==> src/rtl/shift_sequencer_if.sv <==
// Request, result and external right-shifter signals for shift_sequencer.
interface shift_sequencer_if #(
  parameter int unsigned WIDTH = 16
);
  localparam int unsigned AW = $clog2(WIDTH) + 1;

  logic             start_valid;
  logic             start_ready;
  logic [WIDTH-1:0] operand;
  logic [AW-1:0]    amount;
  logic             mode;
  logic             result_valid;
  logic             result_ready;
  logic [WIDTH-1:0] result;
  logic             busy;
  logic             sr_enable;
  logic [WIDTH-1:0] sr_in;
  logic             sr_mode;
  logic [WIDTH-1:0] sr_out;

  modport master (
    output start_valid, operand, amount, mode, result_ready,
    input  start_ready, result_valid, result, busy
  );

  modport shifter (
    input  sr_enable, sr_in, sr_mode,
    output sr_out
  );

  modport slave (
    input  start_valid, operand, amount, mode, result_ready, sr_out,
    output start_ready, result_valid, result, busy, sr_enable, sr_in, sr_mode
  );
endinterface

==> src/rtl/shift_sequencer.sv <==
// Multi-bit shift built by iterating an external registered 1-bit right shifter.
module shift_sequencer #(
  parameter int unsigned WIDTH = 16
) (
  input  logic              clk,
  input  logic              rst,
  shift_sequencer_if.slave  bus
);
  localparam int unsigned AW = $clog2(WIDTH) + 1;

  typedef enum logic [1:0] {
    IDLE    = 2'd0,
    SHIFT   = 2'd1,
    CAPTURE = 2'd2,
    DONE    = 2'd3
  } state_t;

  state_t           state, state_n;
  logic [AW-1:0]    cnt, cnt_n;
  logic [WIDTH-1:0] op_q, op_n;
  logic [WIDTH-1:0] res_q, res_n;
  logic             mode_q, mode_n;
  logic             first_q, first_n;
  logic [AW-1:0]    amt_sat;

  logic             start_ready_c;
  logic             result_valid_c;
  logic             busy_c;
  logic             sr_enable_c;
  logic [WIDTH-1:0] sr_in_c;

  // Distances beyond WIDTH produce the same result as exactly WIDTH steps.
  assign amt_sat = (bus.amount > AW'(WIDTH)) ? AW'(WIDTH) : bus.amount;

  always_ff @(posedge clk) begin
    if (rst) begin
      state   <= IDLE;
      cnt     <= '0;
      op_q    <= '0;
      res_q   <= '0;
      mode_q  <= 1'b0;
      first_q <= 1'b0;
    end else begin
      state   <= state_n;
      cnt     <= cnt_n;
      op_q    <= op_n;
      res_q   <= res_n;
      mode_q  <= mode_n;
      first_q <= first_n;
    end
  end

  always_comb begin
    state_n        = state;
    cnt_n          = cnt;
    op_n           = op_q;
    res_n          = res_q;
    mode_n         = mode_q;
    first_n        = first_q;
    start_ready_c  = 1'b0;
    result_valid_c = 1'b0;
    busy_c         = 1'b1;
    sr_enable_c    = 1'b0;
    sr_in_c        = '0;

    case (state)
      IDLE: begin
        start_ready_c = 1'b1;
        busy_c        = 1'b0;
        if (bus.start_valid) begin
          op_n   = bus.operand;
          mode_n = bus.mode;
          cnt_n  = amt_sat;
          if (amt_sat == '0) begin
            res_n   = bus.operand;
            state_n = DONE;
          end else begin
            first_n = 1'b1;
            state_n = SHIFT;
          end
        end
      end
      SHIFT: begin
        // First step seeds the shifter from the operand, later steps recirculate.
        sr_enable_c = 1'b1;
        sr_in_c     = first_q ? op_q : bus.sr_out;
        first_n     = 1'b0;
        cnt_n       = cnt - AW'(1);
        if (cnt == AW'(1)) begin
          state_n = CAPTURE;
        end
      end
      CAPTURE: begin
        res_n   = bus.sr_out;
        state_n = DONE;
      end
      DONE: begin
        result_valid_c = 1'b1;
        if (bus.result_ready) begin
          state_n = IDLE;
        end
      end
      default: begin
        state_n = IDLE;
      end
    endcase
  end

  assign bus.start_ready  = start_ready_c;
  assign bus.result_valid = result_valid_c;
  assign bus.busy         = busy_c;
  assign bus.sr_enable    = sr_enable_c;
  assign bus.sr_in        = sr_in_c;
  assign bus.sr_mode      = mode_q;
  assign bus.result       = res_q;

endmodule

==> src/flat_wrapper.sv <==
// flat-port wrapper written by rule: the top's interface ports become plain ports
module shift_sequencer_flat 
#(
  parameter int unsigned WIDTH = 16
)
  (clk, rst, bus_start_valid, bus_operand, bus_amount, bus_mode, bus_result_ready, bus_sr_out, bus_start_ready, bus_result_valid, bus_result, bus_busy, bus_sr_enable, bus_sr_in, bus_sr_mode);
  shift_sequencer_if #(.WIDTH(WIDTH)) bus_i ();
  input  logic clk;
  input  logic rst;
  input wire logic [$bits(bus_i.start_valid)-1:0] bus_start_valid;
  input wire logic [$bits(bus_i.operand)-1:0] bus_operand;
  input wire logic [$bits(bus_i.amount)-1:0] bus_amount;
  input wire logic [$bits(bus_i.mode)-1:0] bus_mode;
  input wire logic [$bits(bus_i.result_ready)-1:0] bus_result_ready;
  input wire logic [$bits(bus_i.sr_out)-1:0] bus_sr_out;
  output wire logic [$bits(bus_i.start_ready)-1:0] bus_start_ready;
  output wire logic [$bits(bus_i.result_valid)-1:0] bus_result_valid;
  output wire logic [$bits(bus_i.result)-1:0] bus_result;
  output wire logic [$bits(bus_i.busy)-1:0] bus_busy;
  output wire logic [$bits(bus_i.sr_enable)-1:0] bus_sr_enable;
  output wire logic [$bits(bus_i.sr_in)-1:0] bus_sr_in;
  output wire logic [$bits(bus_i.sr_mode)-1:0] bus_sr_mode;
  assign bus_i.start_valid = bus_start_valid;
  assign bus_i.operand = bus_operand;
  assign bus_i.amount = bus_amount;
  assign bus_i.mode = bus_mode;
  assign bus_i.result_ready = bus_result_ready;
  assign bus_i.sr_out = bus_sr_out;
  assign bus_start_ready = bus_i.start_ready;
  assign bus_result_valid = bus_i.result_valid;
  assign bus_result = bus_i.result;
  assign bus_busy = bus_i.busy;
  assign bus_sr_enable = bus_i.sr_enable;
  assign bus_sr_in = bus_i.sr_in;
  assign bus_sr_mode = bus_i.sr_mode;
  shift_sequencer #(.WIDTH(WIDTH)) u_core (.clk(clk), .rst(rst), .bus(bus_i));
endmodule
==> config.mk <==
export PLATFORM = sky130hd
export DESIGN_NAME = shift_sequencer_flat
export DESIGN_NICKNAME = d
export VERILOG_FILES = /design/src/rtl/shift_sequencer_if.sv /design/src/rtl/shift_sequencer.sv /design/src/flat_wrapper.sv
export SDC_FILE = /design/constraint.sdc
export NUM_CORES = 1
export LEC_CHECK = 0
export CORE_UTILIZATION = 40
export DETAILED_ROUTE_END_ITERATION = 7
export PLACE_DENSITY = 0.84
export SLEW_MARGIN = 10
export SYNTH_ARGS = -nofsm -noshare
export SYNTH_HDL_FRONTEND = slang
export SYNTH_SLANG_ARGS = --single-unit
==> constraint.sdc <==
create_clock -name clk -period 1.55 [get_ports clk]
set_input_delay 0.2325 -clock clk [delete_from_list [all_inputs] [get_ports clk]]
set_output_delay 0.2325 -clock clk [all_outputs]
set_load 0.02 [all_outputs]
# Yosys cells after proc, flatten, opt, wreduce, memory -nomap -nowiden
# Cells that the tools add are included.
# word_totals
reg_bits	41
in_bits	42
out_inout_bits	37
# classes
order_cmp	1
reduce_logical	9
n_eq_ne	9
muxes	20
add_sub_neg	1
# op_table
cell	count
16-bit two-way mux	4
16-bit case mux with 2 select lines	1
5-bit two-way mux	2
5-bit case mux with 2 select lines	1
3-bit AND reduction	3
2-bit two-way mux	4
2-bit case mux with 4 select lines	1
1-bit two-way mux	6
2-bit != test (second input constant)	3
5-bit by 1-bit equality test with 1-bit output (second input constant)	1
5-bit greater-than comparator (second input constant)	1
5-bit logical NOT	1
5-bit by 1-bit subtractor with 5-bit output (second input constant)	1
2-bit equality test (second input constant)	2
2-bit by 1-bit != test with 1-bit output (second input constant)	2
2-bit AND reduction	2
2-bit nonzero test	2
2-bit by 1-bit equality test with 1-bit output (second input constant)	1
2-bit logical NOT	1
1-bit case mux with 2 select lines	1

# Logic depth before layout (Yosys ltp)
# logic_depth
ltp_word	6
ltp_mapped	8

# Least setup slack after synthesis
# Ideal clock, no wire load.
# synth_timing
kind	flip-flop to output port
start	reg u_core.state[1]
end	out bus_sr_in[10]
t_required_ps	1317
stages_incl_launch_ff	8
n_path_buf	3
arrival_time_ps	1751
setup_slack_ps	-433
path_cell_list	dfxtp_1 -> inv_1 -> ha_1 -> clkbuf_1 -> inv_1 -> clkbuf_1 -> buf_1 -> nor2_1
# synth_between
elab_chain_cells	2
# synth_rtl
item	line_no	source
from (decl)	shift_sequencer.sv:18	state_t state, state_n;
from (signal assigned)	shift_sequencer.sv:44	state <= state_n;
2-bit by 1-bit equality test with 1-bit output	shift_sequencer.sv:66	case (state)
16-bit two-way mux	shift_sequencer.sv:66	
to (decl)	flat_wrapper.sv:21	output wire logic [$bits(bus_i.sr_in)-1:0] bus_sr_in;
# No other way between the ends.

# Final worst setup path
# layout_timing
start	reg u_core.state[1]
end	out bus_sr_in[12]
# Same word-level chain as after synthesis.

==> results_dict.tcl <==
set metrics [dict create \
    vias 2357 \
    synthesis.instances 250 \
    clk_latency_ps 310 \
    first_global_vias 2322 \
    slew_viol_final 0 \
    path_class "reg -> out" \
    yosys_warnings 0 \
    final_cell_mix "clkdlybuf4s50_1 (48), dfxtp_1 (38), nand2_1 (37)" \
    setup_slack_ps -122 \
    synth_compound_area_share_pct 20.7 \
    drv_cap 0 \
    crit_path_start_kind "flop" \
    rsz0062_at_grt "true" \
    hold_ws_ps 337 \
    dp_hpwl_um 4320 \
    cp_num_buf_inv 5 \
    grt_remaining_overflow 0 \
    skew_ps 12.2 \
    r2r-start "u_core.state[1]$_SDFFE_PP0P_" \
    violations "setup timing" \
    grt_pass1_wl_um 11200 \
    critical_path.startpoint "u_core.state[1]$_SDFFE_PP0P_" \
    critPathTopFamily "buffers and inverters" \
    place_inst 405 \
    drt_iter0_drc 120 \
    worst_pin_slew_ps 428 \
    muxShareOfSynthArea_pct 15.4 \
    final_common_cell "clkdlybuf4s50_1" \
    cp_max_fo 5 \
    route.detailed.drc 0 \
    cts_buffers 5 \
    antenna_found_initial 0 \
    ctsLongestPathBuffers 2 \
    ctsHoldBuffers 0 \
    yosys.area_share.adder_pct 3.48 \
    port_buffers 78 \
    whs_path_depth 3 \
    synthXorXnorAreaFrac_pct 0 \
    htreeDepth 2 \
    slowest_delay_ps 340 \
    cts-root-buf "clkbuf_8" \
    grt_max_degree 24 \
    worstHoldEndpoint "u_core.cnt[0]$_SDFFE_PP0P_" \
    hold_path.class "in -> reg" \
    final-hold-violation-count 0 \
    wl_per_cell_um 18.2 \
    gp_congestion 0.828 \
    drtAntennaViolNets 0 \
    critPathRequiredTime_ps 1320 \
    synth_nets 298 \
    yosysSeqAreaShare_pct 38.0 \
    ir_drop_uv 886 \
    outcome "complete, but fails checks" \
    crit_path_end_kind "output pin" \
    syn_to_final_growth_pct 86.1 \
    final_cells 436 \
    pre_cts_ws_ps -595 \
    slowest_stage "dfxtp_2" \
    antennaDiodeCount 0 \
    reg2reg_slack_ps -90 \
    p_per_area_mw_per_mm2 1660 \
    arrival_ps 1440 \
    power.total_mw 6.67 \
    reg2reg_to "u_core.first_q$_SDFFE_PP0P_" \
    die_height_um 75.5 \
    clk_pin_slew_worst_paths_ps 90 \
    fp.coreArea_mm2 0.00514 \
    period_share_pct 108 \
    ys_top_cells_by_area "dfxtp_1 (38%), mux2i_1 (15%), a211oi_2 (8.1%)" \
    path_cells "inv_2 > ha_4 > inv_6 > buf_16 > buf_12 > nor2_4 > buf_6" \
    cts_tree "built" \
    synth_top_area_share_pct 38.0 \
    avgSynthCellArea_um2 8.64 \
    p_leak_nw 1.55 \
    vias_per_cell 5.41 \
    fp.dieW_um 75.5 \
    fmax_ghz 0.598 \
    dr.pass1.iters 4 \
    ioPinCount 79 \
    yosysTopAreaCell "dfxtp_1" \
    initial_utilization_pct 42.0 \
    synth_simple_gate_area_share_pct 16.9 \
    num-fill-cells 331 \
    rows 26 \
    setup_viol 27 \
    min_period_ps 1670 \
    synth_top_family_by_area "compound AO/OA/AOI/OAI gates" \
    ys_types 35 \
    synth_seq_cells 41 \
    syn_area_mm2 0.00216 \
    nNetsFinal 413 \
    layout-drive-gt1-share_pct 43.7 \
    min-delay-start "bus_amount[0]" \
    routed_wl_um 7950 \
    tns_ps -1450 \
    slew_headroom_pct 71.0 \
    ff2ff_path_depth 8 \
    die-area_mm2 0.00570 \
    grt.total_usage_pct 27.1 \
    clkSinkCount 41 \
]
[layout make-up]
cell class	instances	area [µm²]	share of cell area (%)
clock inverter	2	10.0	0.249
timing repair buffer	125	1350	33.7
multi-input combinational	184	1630	40.5
sequential	41	825	20.5
clock buffer	6	72.6	1.81
inverter	8	43.8	1.09
tap	70	87.6	2.18
[cell families (layout without fill, tap and decap cells)]
| group | count (synthesis) | after routing |
|---|---|---|
| multiplexers | 33 | 34 |
| buffers and inverters | 26 | 141 |
| AO/OA/AOI/OAI | 54 | 54 |
| AND/OR/NAND/NOR | 90 | 90 |
| adder cells (fa/ha/maj) | 6 | 6 |
| flip-flops | 41 | 41 |
[Yosys cell counts]
cell type,number
nand2_1,38
a211oi_2,14
buf_4,1
a22oi_1,2
o221a_2,1
nor2_1,42
o2bb2ai_1,1
nor3_1,2
nor2b_1,1
buf_1,2
mux2_2,1
a21oi_1,21
ha_1,6
a21o_1,1
or3_1,1
dfxtp_1,41
nand3_1,2
o31ai_1,1
a31oi_1,1
mux2i_1,32
a2111oi_0,1
a311oi_1,1
o21ai_0,3
a41o_1,1
o32ai_4,1
and2_1,1
nand2b_1,1
clkbuf_1,10
or4_4,1
a211oi_1,4
nor4b_1,1
buf_6,2
inv_1,8
buf_2,3
a32o_1,1
[sequential cells by signal, indices dropped and copies added, names as in the netlist]
signal and flops:
u_core.cnt 5, u_core.bus.result 16, u_core.state 2, u_core.op_q 16, u_core.bus.sr_mode 1, u_core.first_q 1
[metrics by stage]
stage	cell area [µm²]	util [%]
after global routing	4020	78.2
after global placement	3300	64.2
after detailed placement	3300	64.2
after floorplan	2320	-
final	4020	78.2
after CTS	3810	74.2
[how the worst max path moves through the flow]
stage                                               endpoint  slack (ps)  cells past startpoint
after floorplan            u_core.bus.result[0]$_SDFFE_PP0P_         -40                      5
after global placement    u_core.bus.result[11]$_SDFFE_PP0P_        -550                      6
after detailed placement   u_core.bus.result[0]$_SDFFE_PP0P_        -590                      6
after CTS                  u_core.bus.result[4]$_SDFFE_PP0P_        -130                     10
after global routing                           bus_sr_in[12]        -170                      7
final                                          bus_sr_in[12]        -120                      7
[per-layer routing]
| layer | track usage, % | part of all wire [%] | routed length (µm) | up-vias |
|---|---|---|---|---|
| li1 | - | - | - | 1101 |
| met1 | 32.0 | 40 | 3220 | 1140 |
| met2 | 47.6 | 51 | 4070 | 94 |
| met3 | 6.08 | 5.2 | 411 | 22 |
| met4 | 11.1 | 3.1 | 248 | 0 |
| met5 | 0 | 0 | 0 | - |
[timing repair]
action,CTS,global route
resized for setup,143,72
pin swaps,10,20
endpoints found under the setup margin,43,45
cloned,5,1
buffers inserted,19,2
[worst register-to-register path: cells and delay by family (launching register included)]
kind            cells  cell delay [ps]
compound gates      1              150
fa+ha+maj           1              160
buf+inv             5              540
flops               1              340
simple gates        1              370
[where the power goes]
part / switching, mW / total, mW / internal [mW]
sequential: 0.221 / 1.54 / 1.32
clock: 0.391 / 0.703 / 0.313
combinational: 2.16 / 4.42 / 2.27
(Power assumes the default switching activity.)
